## src/rtl/demux_stream.sv

```systemverilog
// Registered 1:2 stream demultiplexer: each input beat is steered by insel into
// one of two independent lane FIFOs, each with its own valid/ready handshake.
module demux_stream #(
    parameter int WIDTH = 4,
    parameter int DEPTH = 2,
    parameter int CNTW  = 8
) (
    input  logic             clk,
    input  logic             rst_n,
    input  logic             invalid,
    output logic             inready,
    input  logic [WIDTH-1:0] indata,
    input  logic             insel,
    output logic             outzerovalid,
    input  logic             outzeroready,
    output logic [WIDTH-1:0] outzerodata,
    output logic             outonevalid,
    input  logic             outoneready,
    output logic [WIDTH-1:0] outonedata,
    output logic [CNTW-1:0]  cntzero,
    output logic [CNTW-1:0]  cntone
);

    localparam int PW = $clog2(DEPTH);
    localparam logic [PW:0] CNT_FULL = (PW+1)'(DEPTH);
    localparam logic [PW:0] CNT_ONE  = (PW+1)'(1);

    typedef enum logic [1:0] {EMPTY, PARTIAL, FULL} lane_state_t;

    logic [1:0]       lane_full;
    logic [1:0]       lane_valid;
    logic [1:0]       lane_rdy;
    logic [WIDTH-1:0] lane_data [2];
    logic [CNTW-1:0]  lane_cnt  [2];
    logic             accept;

    // Ready looks only at the registered state of the addressed lane, so no
    // combinational path exists from either consumer back to the producer.
    assign inready  = rst_n && (insel ? !lane_full[1] : !lane_full[0]);
    assign accept   = invalid && inready;
    assign lane_rdy = {outoneready, outzeroready};

    for (genvar g = 0; g < 2; g++) begin : g_lane
        logic [DEPTH-1:0][WIDTH-1:0] mem;
        logic [PW-1:0]               wptr;
        logic [PW-1:0]               rptr;
        logic [PW:0]                 count;
        lane_state_t                 state;
        logic [CNTW-1:0]             cnt;
        logic                        push;
        logic                        pop;

        assign push = accept && (insel == 1'(g));
        assign pop  = (state != EMPTY) && lane_rdy[g];

        always_ff @(posedge clk or negedge rst_n) begin
            if (!rst_n) begin
                mem   <= '0;
                wptr  <= '0;
                rptr  <= '0;
                count <= '0;
                state <= EMPTY;
                cnt   <= '0;
            end else begin
                if (push) begin
                    mem[wptr] <= indata;
                    wptr      <= wptr + 1'b1;
                    cnt       <= cnt + 1'b1;
                end
                if (pop) begin
                    rptr <= rptr + 1'b1;
                end
                unique case ({push, pop})
                    2'b10: begin
                        count <= count + 1'b1;
                        state <= (count == CNT_FULL - 1'b1) ? FULL : PARTIAL;
                    end
                    2'b01: begin
                        count <= count - 1'b1;
                        state <= (count == CNT_ONE) ? EMPTY : PARTIAL;
                    end
                    default: ;
                endcase
            end
        end

        assign lane_full[g]  = (state == FULL);
        assign lane_valid[g] = (state != EMPTY);
        assign lane_data[g]  = mem[rptr];
        assign lane_cnt[g]   = cnt;
    end

    assign outzerovalid = lane_valid[0];
    assign outzerodata  = lane_data[0];
    assign outonevalid  = lane_valid[1];
    assign outonedata   = lane_data[1];
    assign cntzero      = lane_cnt[0];
    assign cntone       = lane_cnt[1];

endmodule

```

## config.mk

```make
export PLATFORM = sky130hd
export DESIGN_NAME = demux_stream
export DESIGN_NICKNAME = d
export VERILOG_FILES = /design/src/rtl/demux_stream.sv
export SDC_FILE = /design/constraint.sdc
export NUM_CORES = 1
export LEC_CHECK = 0
export BUFFER_PORTS_ARGS = -buffer_cell sky130_fd_sc_hd__buf_2
export CAP_MARGIN = 15
export CORE_ASPECT_RATIO = 1.2
export CORE_UTILIZATION = 42
export CTS_CLUSTER_DIAMETER = 100
export DETAILED_ROUTE_END_ITERATION = 10
export GPL_ROUTABILITY_DRIVEN = 0
export GPL_TIMING_DRIVEN = 0
export SLEW_MARGIN = 20
export SYNTH_ARGS = -nofsm -noshare
export SYNTH_HDL_FRONTEND = slang
export SYNTH_SLANG_ARGS = --single-unit
```

## constraint.sdc

```tcl
create_clock -name clk -period 4.6 [get_ports clk]
set_input_delay 0.46 -clock clk [delete_from_list [all_inputs] [get_ports clk]]
set_output_delay 0.46 -clock clk [all_outputs]
set_load 0.01 [all_outputs]
```

# Yosys cells after proc, flatten, opt, wreduce, memory -nomap -nowiden
# Index checks and enable logic that the tools add are counted.
# word_totals
regBits	44
inputBits	10
out_inout_bits	27
elab_cells	72
# classes
n_addsub	10
n_lt_le_gt_ge	6
eq_ne	8
n_mux	19
bitwise_logic	1
n_reduce_logical	14
# ops
op	count
$mux W4	6
$add A8 B1 Y8 const B	2
$bwmux W8	2
$pmux W2 S2	4
$demux W4 S1	2
$eq A2 B1 Y1 const B	4
$eq A2 B2 Y1 const B	4
$logic_and A1 B1 Y1	8
$lt A1 B2 Y1 const B	4
$reduce_bool A2 Y1	4
$add A1 B1 Y1 const B	4
$add A2 B1 Y2 const B	2
$mux W2	2
$sub A2 B1 Y2 const B	2
$mux W1	3
$ge A1 B1 Y1 const B	2
$logic_not A1 Y1	2
$not A1 Y1	1

# Depth between registers and ports, before layout
# depth
depth_word	8
ltp_mapped	7
depth_no_buf	6

# Worst setup path before layout
# No wires, ideal clock.
# synth_path
kind	flip-flop to flip-flop
from	register g_lane[0].state[1]
to	register g_lane[0].state[0]
setup_ps	79
arrival_ps	1467
t_required_ps	4521
path_slack_ps	3053
stages_incl_launch_ff	6
n_path_buf	0
synth_period_minus_slack_ps	1547
path_cell_list	dfrtp_1 > nor2b_4 > nor3_4 > inv_2 > ha_1 > mux2i_1
# synth_via
elab_chain_cells	8
word_cells_on_any_way	12
classes_between	eq/ne (3); mux (2); reduce/logical (7)
# synth_rtl
item	line_no	text
start: declaration	48	lane_state_t state;
start signal: assignment	76	state <= (count == CNT_FULL - 1'b1) ? FULL : PARTIAL;
start signal: assignment	80	state <= (count == CNT_ONE) ? EMPTY : PARTIAL;
$eq A2 B2 Y1	87	assign lane_full[g] = (state == FULL);
$logic_not A1 Y1	39	assign inready = rst_n && (insel ? !lane_full[1] : !lane_full[0]);
$mux W1	39	
$logic_and A1 B1 Y1	39	
$logic_and A1 B1 Y1	40	assign accept = invalid && inready;
$logic_and A1 B1 Y1	53	assign push = accept && (insel == 1'(g));
$eq A2 B1 Y1 or $eq A2 B2 Y1 (tied branches)	73	unique case ({push, pop})
$pmux W2 S2 or $reduce_bool A2 Y1 (tied branches)	-	
# Several ways; a longest one is shown, not always the timed one.
# A chain may end at the register's enable or synchronous reset.

# Final worst setup path
# layout_path
from	input rst_n
to	register g_lane[0].state[0]
# layout_via
elab_chain_cells	5
word_cells_on_any_way	7
classes_between	eq/ne (2); mux (1); reduce/logical (4)
# layout_rtl
item	line_no	text
start: declaration	9	input logic rst_n,
$logic_and A1 B1 Y1 (*)	39	
$logic_and A1 B1 Y1 (*)	40	
$logic_and A1 B1 Y1 (*)	53	
$eq A2 B1 Y1 or $eq A2 B2 Y1 (tied branches)	73	
$pmux W2 S2 or $reduce_bool A2 Y1 (tied branches)	-	
# Every way passes the cells marked *; elsewhere a longest branch is shown, timed or not.

==> impl_metrics.tcl <==
set metrics [dict create \
    via_count 1262 \
    drt_iter0_drc 49 \
    worstRegToRegCells 5 \
    max_slew_margin_pct 62.29 \
    finalNetCount 211 \
    boundaryPins 37 \
    start_kind "primary input" \
    cts_hold_buf 0 \
    fmax_mhz 491.0 \
    first_global_vias 1330 \
    ys_seq_area_share_pct 55.45 \
    syn_inst 152 \
    finalSetupTns_ns 0 \
    cts_max_level 2 \
    place_ws_ns 1.848 \
    rsz0062_at_grt "false" \
    syn_area_sq_um 1986 \
    grt_overflow 0 \
    crit_path_end_kind "flop" \
    worstReg2RegEnd "g_lane[0].state[0]" \
    synth_area_leaders "dfrtp_1 (55%), mux2_2 (14%), xnor2_1 (7.5%)" \
    rows 27 \
    cts_tree "yes" \
    clkLatencyLatePin_ns 0.30 \
    crit_chain "buf_4 > nand2_1 > nor3_4 > inv_2 > ha_1 > mux2i_1" \
    timing.final.hold_violations 0 \
    grt_max_degree 48 \
    diodes 0 \
    async_flop_share_pct 100.0 \
    syn_to_final_growth_pct 17.77 \
    fin_cells 254 \
    synth_top_area_cell "dfrtp_1" \
    post-route-min-period_ns 2.037 \
    vias_per_cell 4.969 \
    syn-num-nets 168 \
    dp_hpwl_microns 2521 \
    cpPeakStageDelay_ns 0.45 \
    cts.path.max_buffers 2 \
    grt_pass1_wl_microns 6161 \
    worstPathRequired_ns 4.81 \
    ys_types 22 \
    cts_root_buffer "clkbuf_8" \
    status "complete, no violations" \
    io_buffers 36 \
    gr-usage-all-layers_pct 16.29 \
    ys_ff_latch 44 \
    drive_above_1_share_pct 40.82 \
    cp_data_arrival_time_ns 2.25 \
    die_x_microns 64.77 \
    fin_skew_ns 0.007874 \
    fp.dieH_microns 77.32 \
    multi_input_area_sq_um 850.8 \
    path_clk_slew_ns 0.08 \
    synth_warnings 0 \
    antenna_left 0 \
    drt-total-wl_microns 3481 \
    crit_buf_inv 2 \
    crit_family "buffers and inverters" \
    drc 0 \
    start_util_pct 43.54 \
    hp-class "primary input to asynchronous set/reset pin" \
    dieArea_sq_um 5008 \
    dominantRegCellSynth "dfrtp_1" \
    criticalPathCategory "primary input to flop" \
    cp-startpoint "rst_n" \
    final-seq-area_sq_um 1101 \
    place_inst 246 \
    cp_max_fo 47 \
    timing.final.ws_setup_ns 2.563 \
    crit_slowest_cell "buf_4" \
    peakVddDrop_mv 0.3405 \
    core_area_sq_um 4561 \
    tightest_slew_ns 0.5656 \
    fillers 438 \
    postCtsSetupBuffers 0 \
    syn_area_per_cell_sq_um 13.06 \
    power.leakage_nw 1.095 \
    clock_sinks 44 \
    cts.repair.resized 0 \
    crit_path_end "g_lane[0].state[0]" \
    r2r_slack_ns 2.84 \
    setup_violations 0 \
    grt_antenna_before_repair 0 \
    min_period_over_period_pct 44.28 \
    yosysTopAreaCellShare_pct 55.45 \
    synth_most_common_cell "dfrtp_1" \
    powerDensity_nw_per_um2 622.2 \
    cts_made_buffers 5 \
    wire_per_inst_microns 13.70 \
    r2r-start "g_lane[0].state[1]" \
    maxSlewViolCount 0 \
    synth_edf_count 0 \
    drt_first_pass_iters 4 \
    synth_commonest_cells "dfrtp_1 (44), mux2_2 (25), xnor2_1 (17)" \
    maxCapViolations 0 \
    worstSetupPathDepth 6 \
]
[layout make-up]
cell class              instances  share of cell area (%)
flip-flops and latches         44                   47.08
inverters                       6                  0.9631
well taps                      58                   3.103
multi-input cells             101                   36.38
plain buffers                   1                  0.4815
repair buffers                 36                   7.812
clock inverters                 2                  0.6421
clock buffers                   6                   3.531
[per-stage QoR]
stage / cell area, sq um / hold WS (ns) / util (%) / power (mW)
floorplan: 1986 / 0.1644 / - / 1.028
global placement: 2238 / 0.4553 / 49.08 / 1.185
detailed placement: 2238 / 0.4653 / 49.08 / 1.215
CTS: 2336 / 0.3603 / 51.22 / 1.473
global route: 2338 / 0.1935 / 51.28 / 1.564
finish: 2338 / 0.1509 / 51.28 / 1.455
[layout by cell type, fill, tap and decap left out, types with 2 or more instances in the layout]
| master | count |
|---|---|
| and3_1 | 3 |
| o21ai_0 | 5 |
| ha_1 | 6 |
| inv_2 | 2 |
| clkbuf_8 | 6 |
| inv_1 | 4 |
| dfrtp_1 | 44 |
| nand2_1 | 14 |
| clkinvlp_4 | 2 |
| nand2b_1 | 3 |
| nor2_4 | 2 |
| mux2i_1 | 2 |
| xnor2_1 | 17 |
| and2_1 | 3 |
| or2_2 | 2 |
| mux2_2 | 25 |
| nand4_1 | 9 |
| xor2_1 | 5 |
| buf_2 | 35 |
[layer usage]
metal  GRT usage [%]  wire (microns)  part of all wire, %  vias to the layer above
li1                -               -                    -                      606
met3           2.827             124                  3.6                        5
met4           8.444              60                  1.7                        0
met1           20.19            1489                   43                      625
met5               0               0                    0                        -
met2           26.67            1806                   52                       26
[kinds of logic (layout without fill, tap and decap cells)]
logic type | count (synthesis) | count (layout) | synth area share (%)
AOI/OAI and AO/OA | 5 | 5 | 1.260
xor gates and xnor gates | 22 | 22 | 9.704
adders and majority gates | 6 | 6 | 3.781
buffers and inverters | 7 | 51 | 1.701
DFF | 44 | 44 | 55.45
muxes | 27 | 27 | 15.19
and+or+nand+nor | 41 | 41 | 12.92
[state kept, by name, summed over array words and instances (netlist names)]
| name | cells |
|---|---|
| g_lane.wptr | 2 |
| g_lane.count | 4 |
| g_lane.state | 4 |
| g_lane.rptr | 2 |
| cntzero | 8 |
| cntone | 8 |
| g_lane.mem | 16 |
[power by group]
| part | internal [mW] | switching (mW) |
|---|---|---|
| clock network | 0.122 | 0.134 |
| registers | 0.546 | 0.138 |
| logic | 0.288 | 0.228 |
[worst min path at each step]
stage                     slack [ns]  cells past startpoint                 end      start
after floorplan                 0.16                      0           cntone[0]      rst_n
after global placement          0.46                      1           cntone[7]  cntone[7]
after detailed placement        0.47                      1           cntone[7]  cntone[7]
after CTS                       0.36                      1           cntone[2]      rst_n
after global routing            0.19                      1           cntone[2]      rst_n
final                           0.15                      1  g_lane[1].state[0]      rst_n
(Power assumes the default switching activity.)
